--- config.mk ---
export PLATFORM = sky130hd
export DESIGN_NAME = ft245_frame_receiver
export DESIGN_NICKNAME = d
export VERILOG_FILES = /design/src/rtl/ft245_frame_receiver.sv
export SDC_FILE = /design/constraint.sdc
export NUM_CORES = 1
export LEC_CHECK = 0
export BUFFER_PORTS_ARGS = -buffer_cell sky130_fd_sc_hd__buf_2
export CORE_MARGIN = 4
export CORE_UTILIZATION = 35
export CTS_BUF_LIST = sky130_fd_sc_hd__clkbuf_2
export CTS_CLUSTER_DIAMETER = 40
export DETAILED_ROUTE_END_ITERATION = 6
export GPL_TIMING_DRIVEN = 0
export RECOVER_POWER = 25
export SLEW_MARGIN = 40
export SYNTH_ARGS = -nofsm -noshare
export SYNTH_HDL_FRONTEND = slang
export SYNTH_SLANG_ARGS = --single-unit
--- constraint.sdc ---
create_clock -name clk -period 3.35 [get_ports clk]
set_input_delay 0.335 -clock clk [delete_from_list [all_inputs] [get_ports clk]]
set_output_delay 0.335 -clock clk [all_outputs]
set_load 0.01 [all_outputs]
--- src/rtl/ft245_frame_receiver.sv ---
// ft245_frame_receiver
//   Front-end of the USB path. Pulls bytes out of an FT245 FIFO and parses
//   row frames. A frame is one header byte followed by 64 data bytes. The
//   data bytes are packed into 16 chunks of 4 bytes, first byte in bits
//   [31:24], and each chunk is written to led_controller's frame buffer.
//   All FT245 inputs are raw pins and are synchronised here.
// Ports
//   clk, reset          system clock, async active-high reset
//   rxf_n_raw           FT245 RXF# (low = byte available), async
//   data_bus_raw[7:0]   FT245 D[7:0], async
//   accept_en           0 stalls new reads (backpressure)
//   rd_n                FT245 RD#, registered
//   chunk_data/addr     assembled chunk and its index within the row
//   chunk_write_enable  1-cycle write strobe
//   row_addr/panel_addr taken from header[3:0] / header[5:4]
//   frame_done          pulses together with the strobe for chunk 15
//   frame_error         pulses on a bad header or an inter-byte timeout
//   state_out           {rxf_sync, sticky_err, in_frame, bus_state[1:0]}
module ft245_frame_receiver #(
  parameter int RD_LOW_CYCLES  = 4,
  parameter int RD_HIGH_CYCLES = 5,
  parameter int TIMEOUT_CYCLES = 50000
) (
  input  logic        clk,
  input  logic        reset,
  input  logic        rxf_n_raw,
  input  logic [7:0]  data_bus_raw,
  input  logic        accept_en,
  output logic        rd_n,
  output logic [31:0] chunk_data,
  output logic [3:0]  chunk_addr,
  output logic        chunk_write_enable,
  output logic [3:0]  row_addr,
  output logic [1:0]  panel_addr,
  output logic        frame_done,
  output logic        frame_error,
  output logic [4:0]  state_out
);
  localparam int CNT_MAX = (RD_LOW_CYCLES > RD_HIGH_CYCLES) ? RD_LOW_CYCLES : RD_HIGH_CYCLES;
  localparam int CW = $clog2(CNT_MAX + 1);
  localparam int TW = $clog2(TIMEOUT_CYCLES + 1);
  localparam logic [CW-1:0] LOW_LAST  = CW'(RD_LOW_CYCLES - 1);
  localparam logic [CW-1:0] HIGH_LAST = CW'(RD_HIGH_CYCLES - 1);
  localparam logic [TW-1:0] TO_MAX    = TW'(TIMEOUT_CYCLES);

  localparam logic [1:0] BUS_IDLE    = 2'd0;
  localparam logic [1:0] BUS_RD_LOW  = 2'd1;
  localparam logic [1:0] BUS_RD_HIGH = 2'd2;
  localparam logic [0:0] P_HUNT      = 1'b0;
  localparam logic [0:0] P_DATA      = 1'b1;

  // Synchronisers: rxf idles high (no data), the data bus idles at zero.
  logic       rxf_meta, rxf_s;
  logic [7:0] data_meta, data_s;
  logic       rxf_sync;

  always_ff @(posedge clk or posedge reset) begin
    if (reset) begin
      rxf_meta  <= 1'b1;
      rxf_s     <= 1'b1;
      data_meta <= 8'h00;
      data_s    <= 8'h00;
    end else begin
      rxf_meta  <= rxf_n_raw;
      rxf_s     <= rxf_meta;
      data_meta <= data_bus_raw;
      data_s    <= data_meta;
    end
  end

  assign rxf_sync = ~rxf_s;

  // Bus FSM. accept_en is only looked at in IDLE, so a read that has
  // already started always runs to completion.
  logic [1:0]    bus_state;
  logic [CW-1:0] cnt;
  logic [7:0]    byte_q;
  logic          byte_v;

  always_ff @(posedge clk or posedge reset) begin
    if (reset) begin
      bus_state <= BUS_IDLE;
      cnt       <= '0;
      rd_n      <= 1'b1;
      byte_q    <= 8'h00;
      byte_v    <= 1'b0;
    end else begin
      byte_v <= 1'b0;
      case (bus_state)
        BUS_IDLE: begin
          if (rxf_sync && accept_en) begin
            bus_state <= BUS_RD_LOW;
            rd_n      <= 1'b0;
            cnt       <= '0;
          end
        end
        BUS_RD_LOW: begin
          if (cnt == LOW_LAST) begin
            byte_q    <= data_s;
            byte_v    <= 1'b1;
            rd_n      <= 1'b1;
            cnt       <= '0;
            bus_state <= BUS_RD_HIGH;
          end else begin
            cnt <= cnt + CW'(1);
          end
        end
        BUS_RD_HIGH: begin
          // This gap covers the RXF# deassert and the synchroniser lag, so a
          // stale rxf_sync cannot trigger a read of an empty FIFO.
          if (cnt == HIGH_LAST) begin
            cnt       <= '0;
            bus_state <= BUS_IDLE;
          end else begin
            cnt <= cnt + CW'(1);
          end
        end
        default: begin
          bus_state <= BUS_IDLE;
          rd_n      <= 1'b1;
          cnt       <= '0;
        end
      endcase
    end
  end

  // Frame parser
  logic [0:0]    pstate;
  logic [5:0]    byte_cnt;
  logic [23:0]   sreg;
  logic [TW-1:0] idle_cnt;
  logic          sticky_err;

  always_ff @(posedge clk or posedge reset) begin
    if (reset) begin
      pstate             <= P_HUNT;
      byte_cnt           <= 6'd0;
      sreg               <= 24'h0;
      idle_cnt           <= '0;
      sticky_err         <= 1'b0;
      chunk_data         <= 32'h0;
      chunk_addr         <= 4'h0;
      chunk_write_enable <= 1'b0;
      row_addr           <= 4'h0;
      panel_addr         <= 2'd0;
      frame_done         <= 1'b0;
      frame_error        <= 1'b0;
    end else begin
      chunk_write_enable <= 1'b0;
      frame_done         <= 1'b0;
      frame_error        <= 1'b0;
      case (pstate)
        P_HUNT: begin
          if (byte_v) begin
            if (byte_q[7:6] == 2'b10) begin
              row_addr   <= byte_q[3:0];
              panel_addr <= byte_q[5:4];
              byte_cnt   <= 6'd0;
              idle_cnt   <= '0;
              pstate     <= P_DATA;
            end else begin
              frame_error <= 1'b1;
              sticky_err  <= 1'b1;
            end
          end
        end
        default: begin
          if (byte_v) begin
            // A byte arriving on the timeout cycle wins.
            idle_cnt <= '0;
            sreg     <= {sreg[15:0], byte_q};
            byte_cnt <= byte_cnt + 6'd1;
            if (byte_cnt[1:0] == 2'b11) begin
              chunk_data         <= {sreg, byte_q};
              chunk_addr         <= byte_cnt[5:2];
              chunk_write_enable <= 1'b1;
              if (byte_cnt == 6'd63) begin
                frame_done <= 1'b1;
                pstate     <= P_HUNT;
              end
            end
          end else if (idle_cnt == TO_MAX) begin
            // Partial chunk is dropped; the stale shift register is fully
            // overwritten before the next chunk of a new frame is emitted.
            frame_error <= 1'b1;
            sticky_err  <= 1'b1;
            pstate      <= P_HUNT;
          end else if (accept_en) begin
            // A stall is not a timeout, so the count is frozen during it.
            idle_cnt <= idle_cnt + TW'(1);
          end
        end
      endcase
    end
  end

  assign state_out = {rxf_sync, sticky_err, (pstate == P_DATA), bus_state};

endmodule

==> out/metrics.cfg, run 1 <==
[yosys]
avgSynthCellArea_sq_um=13.7
ys_warn_count=0
yosysUniqueCellTypes=53
ys_seq_area_share_pct=60.4
ys_ff_latch=126
synth_enable_flop_cells=0
ys.flop_type=dfrtp_1
netlist_top_cells_area=dfrtp_1 59%, mux2_2 16%, ha_1 2.6%
syn_nets=404
yosysMostFrequentCell=dfrtp_1
synth_area_leader_cell=dfrtp_1
syn-cell-area_sq_mm=0.00523
synth_top_area_share_pct=58.9
synthArstFlopShare_pct=100
synthCells=381
synth.top_cells.by_count=123 x dfrtp_1, 76 x mux2_2, 18 x nand3_1

[timing]
final-max-slew-violation-count=0
slew-limit-headroom_pct=4.81
period_share_pct=67.2
holdWs_ps=104
finalSetupViolCount=0
final-hold-violation-count=0
fin_skew_ps=18.1
fin_ws_ps=1100
tns_ps=0
max_freq_mhz=444
period_needed_ps=2250
tightest_slew_ps=1430
rsz0062_at_grt=no

[critical_path]
rr_startpoint=idle_cnt[0]$_DFFE_PP0P_
cp.required_ps=4190
cp.arrival_ps=3090
endpoint_kind=async pin
startpoint=reset
path_max_fanout=25
startpoint_type=input port
critical_path_class=in2async

[floorplanning]
die_w_microns=130
rows=44
die_y_microns=130
start_util_pct=35.8
die_area_sq_mm=0.0170
core_sq_mm=0.0146
io_pins=63

[placed_design]
dp_slack_ps=1520
io_buffer_count=62
dp_cells=632
hpwl_microns=7580
gp_congestion=0.900

[clocking]
cts.htree.levels=4
numCtsBuffers=17
cts-root-buf=clkbuf_2
clk_latency_ps=680
postCtsSetupBuffers=0
clock_path_buffers=2
cts.clk_slew.worst_paths_ps=180
numClockSinks=126
cts_tree=built
hold_buffers=10
cts_resized=0

[detailed_routing]
drt-total-wl_microns=10500
firstDrtPassIters=4
vias_per_cell=5.04
drc=0
wire_per_inst_microns=15.6
ant_nets=0
drtIter0Drc=159
vias=3405

[grt]
grt_pass1_wl_microns=18100
grt_max_degree=27
grt.total_usage_pct=13.8
grt_pass1_vias=3548
grt_remaining_overflow=0
antenna_found_initial=1

[power_and_ir_drop]
p_per_area_mw_per_mm2=494
vdd_drop_max_mv=0.350
p_leak_nw=3.18

[layout]
seq_area_sq_mm=0.00316
area_delta_synth_final_pct=19.4
fin_nets=500
multiInputGateArea_sq_mm=0.00186
finalNonFillerCells=675
drive_gt1_share_pct=41.8
fill_cells=1346

[worst_hold_path]
hold_path.class=in2reg
holdCritStartpoint=accept_en

[job]
cap_violations=0

[status]
outcome=finished, final reports clean

[cell families after synthesis]
| group | share of synthesized area (%) |
|---|---|
| AO/OA/AOI/OAI | 7.25 |
| XOR/XNOR | 0.335 |
| adder cells (fa/ha/maj) | 2.63 |
| buffers and inverters | 3.95 |
| flip-flops | 60.4 |
| multiplexers | 16.4 |
| AND/OR/NAND/NOR | 9.05 |
[sequential cells by signal, indices dropped and copies added, names as in the netlist]
register / flops
idle_cnt: 16
frame_error: 1
panel_addr: 2
chunk_write_enable: 1
pstate: 1
frame_done: 1
data_s: 8
byte_cnt: 6
chunk_data: 32
rd_n: 1
cnt: 3
rxf_meta: 1
rxf_s: 1
sticky_err: 1
data_meta: 8
byte_v: 1
bus_state: 2
chunk_addr: 4
byte_q: 8
sreg: 24
row_addr: 4
[metrics by stage]
step | instance area, sq um | utilization [%] | power [mW]
after floorplan | 5230 | - | 1.92
after global placement | 5770 | 39.6 | 2.01
after detailed placement | 5900 | 40.4 | 2.04
after CTS | 6280 | 43.1 | 3.14
after global routing | 6240 | 42.8 | 3.26
final | 6240 | 42.8 | 3.08
[worst paths after layout]
kind / slack [ps] / end / cells past startpoint
max in group clk: 1480 / state_out[4] / 3
min in group asynchronous: 310 / sreg[17]$_DFFE_PP0P_ / 3
min reg2reg: 360 / rxf_s$_DFF_PP1_ / 0
max: 1100 / rd_n$_DFFE_PP1P_ / 6
max reg2reg: 1480 / idle_cnt[13]$_DFFE_PP0P_ / 7
min: 100 / rd_n$_DFFE_PP1P_ / 4
[power by group]
group          switching (mW)  internal (mW)
Sequential             0.0795           1.61
Clock                   0.577          0.497
Combinational           0.163          0.159
Total                   0.820           2.26
[worst max-delay path: stages]
cell and delay [ps]:
dlygate4sd3_1 540, buf_2 130, clkinvlp_2 510, clkbuf_1 1100
buf_16 260, buf_16 190
[placed cells by master (no fill, tap or decap), types with 6 or more instances in the layout]
cell type      instances
nand4_1                7
nor2_1                11
nand2_1               12
o21ai_0               17
buf_2                 70
ha_1                  11
buf_6                  6
inv_1                 15
mux2_2                76
clkbuf_2              19
dfrtp_1              123
a31oi_1               10
nand3_1               18
dlygate4sd3_1         10
[layout make-up]
class	instances	area share [%]
sequential	126	50.6
multi-input combinational	219	29.9
timing repair buffer	77	8.02
tap	184	3.69
clock inverter	14	3.05
buffer	20	2.35
clock buffer	18	1.44
inverter	16	0.982
antenna	1	0.0401
[routing by layer]
metal | track usage [%] | vias up | part of all wire [%]
met5 | 0 | - | 0
met4 | 6.11 | 0 | 2.4
met3 | 3.44 | 19 | 4.7
met2 | 21.2 | 85 | 47
met1 | 18.5 | 1716 | 46
li1 | - | 1585 | -
Note: power is estimated with default switching activity, not from simulation.
==> run 2, diff against run 1 <==
--- a/config.mk
+++ b/config.mk
@@ -5,6 +5,7 @@
 export SDC_FILE = /design/constraint.sdc
 export NUM_CORES = 1
 export LEC_CHECK = 0
+export ABC_AREA = 1
 export BUFFER_PORTS_ARGS = -buffer_cell sky130_fd_sc_hd__buf_2
 export CORE_MARGIN = 4
 export CORE_UTILIZATION = 35
==> constraint.sdc (replaced) <==
create_clock -name clk -period 2.25 [get_ports clk]
set_input_delay 0.225 -clock clk [delete_from_list [all_inputs] [get_ports clk]]
set_output_delay 0.225 -clock clk [all_outputs]
set_load 0.01 [all_outputs]
==> out/metrics.cfg, run 2 <==
[critical_path]
timing.rr.end=byte_q[6]$_DFFE_PP0P_
rr_startpoint=cnt[0]$_DFFE_PP0P_
ff2ff_path_depth=6  ; -1
startpoint_type=flop
path_max_fanout=2  ; -92%
regToRegSetupSlack_ps=560  ; -920 ps
endpoint_kind=output port
cp_slowest_cell=dfstp_2
cp.arrival_ps=1520  ; -1570 ps
crit_chain=inv_1 -> buf_4 -> buf_2
critPathBufInv=3  ; -3
slowest_delay_ps=550  ; -550 ps
critical_path_class=reg2out
cp.required_ps=2030  ; -2160 ps
critPathTopFamily=flip-flops

[grt]
grt_max_degree=28  ; +3.7%
grt.total_usage_pct=14.2  ; +0.44 points
grt_pass1_wl_microns=18600  ; +2.8%
grt_remaining_overflow=0  ; unchanged
antenna_found_initial=0  ; -1
grt_pass1_vias=3915  ; +10%

[floorplanning]
rows=44  ; unchanged
start_util_pct=35.6  ; -0.18 points
io_pins=63  ; unchanged
die_area_sq_mm=0.0168  ; -0.83%
die_y_microns=130  ; -0.41%
die_w_microns=130  ; -0.41%
core_sq_mm=0.0145  ; -0.38%

[layout]
final_cell_mix=194 x nand2_1, 123 x dfrtp_1, 67 x buf_2
final_common_cell=nand2_1
fill_cells=1461  ; +8.5%
area_delta_synth_final_pct=18.7
regMostFlops=chunk_data
top_regs=chunk_data x32, sreg x24, idle_cnt x16
largest_reg_flops=32  ; unchanged
fin_area_sq_mm=0.00615  ; -1.5%
final_core_util_pct=42.3  ; -0.47 points
finalNonFillerCells=863  ; +28%
drive_gt1_share_pct=17.7  ; -24 points
fin_nets=689  ; +38%

[clocking]
numCtsBuffers=17  ; unchanged
cts.htree.levels=4  ; unchanged
cts_resized=0  ; unchanged
cts.clk_slew.worst_paths_ps=180  ; about the same
cts_tree=built
numClockSinks=126  ; unchanged
hold_buffers=11  ; +1
clk_latency_ps=700  ; +20 ps
clock_path_buffers=2  ; unchanged
postCtsSetupBuffers=0  ; unchanged
cts-root-buf=clkbuf_2

[detailed_routing]
firstDrtPassIters=4  ; unchanged
drtIter0Drc=226  ; +42%
vias=3943  ; +16%
drc=0  ; unchanged
ant_nets=0  ; unchanged
vias_per_cell=4.57  ; -9.4%
wire_per_inst_microns=12.8  ; -18%
drt-total-wl_microns=11100  ; +4.9%

[timing]
tns_ps=0  ; unchanged
max_freq_mhz=573
finalSetupViolCount=0  ; unchanged
fin_skew_ps=28.5  ; +10.3 ps
final-hold-violation-count=0  ; unchanged
rsz0062_at_grt=no
final-max-slew-violation-count=0  ; unchanged
period_share_pct=77.6
slew-limit-headroom_pct=28.9  ; +24 points
period_needed_ps=1750
tightest_slew_ps=1060  ; -368 ps
holdWs_ps=154  ; +50.2 ps
fin_ws_ps=503  ; -595 ps

[power_and_ir_drop]
comb_power_share_pct=18.2  ; +7.8 points
p_per_area_mw_per_mm2=762  ; +54%
power_frac_seq_pct=56.1  ; +1.4 points
vdd_drop_max_mv=0.384  ; +9.9%
p_leak_nw=3.14  ; -1.4%
p_clk_share_pct=25.8  ; -9.0 points
intPower_mw=3.19  ; +41%
swShare_pct=31.9  ; +5.3 points
p_sw_mw=1.50  ; +82%
power_mw=4.69  ; +52%

[placed_design]
hpwl_microns=8140  ; +7.5%
dp_cells=820  ; +30%
dpl_cell_area_sq_mm=0.00585  ; -0.91%
dp_slack_ps=532  ; -985 ps
gp_congestion=0.832  ; -7.5%
io_buffer_count=62  ; unchanged

[yosys]
ys.flop_type=dfrtp_1
synth_top_area_share_pct=59.4  ; +0.53 points
syn-cell-area_sq_mm=0.00518  ; -0.89%
yosysMostFrequentCell=nand2_1
synth_area_leader_cell=dfrtp_1
netlist_top_cells_area=dfrtp_1 59%, nand2_1 14%, o21ai_0 6.4%
synth.top_cells.by_count=194 x nand2_1, 123 x dfrtp_1, 66 x o21ai_0
ys_seq_area_share_pct=60.9  ; +0.54 points
syn_nets=592  ; +47%
synthArstFlopShare_pct=100  ; unchanged
yosysUniqueCellTypes=30  ; -43%
ys_warn_count=0  ; unchanged
ys_ff_latch=126  ; unchanged
synthCells=569  ; +49%
avgSynthCellArea_sq_um=9.10  ; -34%
synth_enable_flop_cells=0  ; unchanged

[worst_hold_path]
hold_path.class=in2reg
min_to=data_meta[0]$_DFF_PP0_
holdCritStartpoint=data_bus_raw[0]
hold_path_depth=2  ; -2

[status]
outcome=finished, final reports clean

[job]
cap_violations=0  ; unchanged

==> run 2: worst max-delay path by stage <==
stage,start,end,depth (start not counted)
final,rxf_s$_DFF_PP1_,state_out[4],3
after detailed placement,cnt[0]$_DFFE_PP0P_,byte_q[6]$_DFFE_PP0P_,6
after global placement,reset,chunk_data[25]$_DFFE_PP0P_,2
after global routing,pstate$_DFF_PP0_,state_out[2],2
after floorplan,reset,bus_state[0]$_DFFE_PP0P_,1
after CTS,rxf_s$_DFF_PP1_,state_out[4],3
==> run 2: final cells by class <==
cell class | instances | area, sq um | area share [%]
plain buffers | 19 | 114 | 1.85
repair buffers | 78 | 543 | 8.83
diodes | 1 | 2.50 | 0.0407
inverters | 69 | 260 | 4.23
multi-input cells | 355 | 1650 | 26.8
clock buffers | 19 | 95.1 | 1.55
well taps | 184 | 230 | 3.74
clock inverters | 12 | 97.6 | 1.59
flip-flops and latches | 126 | 3160 | 51.3
==> run 2: power groups by stage <==
stage / sequential [mW] / clock, mW / combinational, mW
floorplan: 2.67 / 0 / 0.545
global placement: 2.66 / 0 / 0.788
detailed placement: 2.67 / 0 / 0.851
CTS: 2.63 / 1.25 / 0.873
global route: 2.66 / 1.35 / 0.990
finish: 2.63 / 1.21 / 0.851
==> run 2: kinds of logic (layout without fill, tap and decap cells) <==
logic type                 Yosys count  count (layout)  synth area share (%)
other                                0               1                     0
and+or+nand+nor                    249             249                  19.4
buffers and inverters               88             197                  7.20
AOI/OAI and AO/OA                   88              88                  8.65
xor gates and xnor gates             7               7                  1.18
adders and majority gates           11              11                  2.66
DFF                                126             126                  60.9
==> run 2: worst reg2reg max path, stage by stage, from the launching register on <==
cell	delay (ps)
dfrtp_1	410
ha_1	230
ha_1	210
nand2_1	110
clkinv_1	190
clkbuf_1	260
o21ai_0	210
==> run 2: per-layer routing <==
metal	track usage (%)	vias to the layer above	routed length, microns
met1	18.2	1860	4950
met3	3.83	20	527
met4	6.97	0	267
met5	0	-	0
li1	-	1968	-
met2	22.4	95	5310
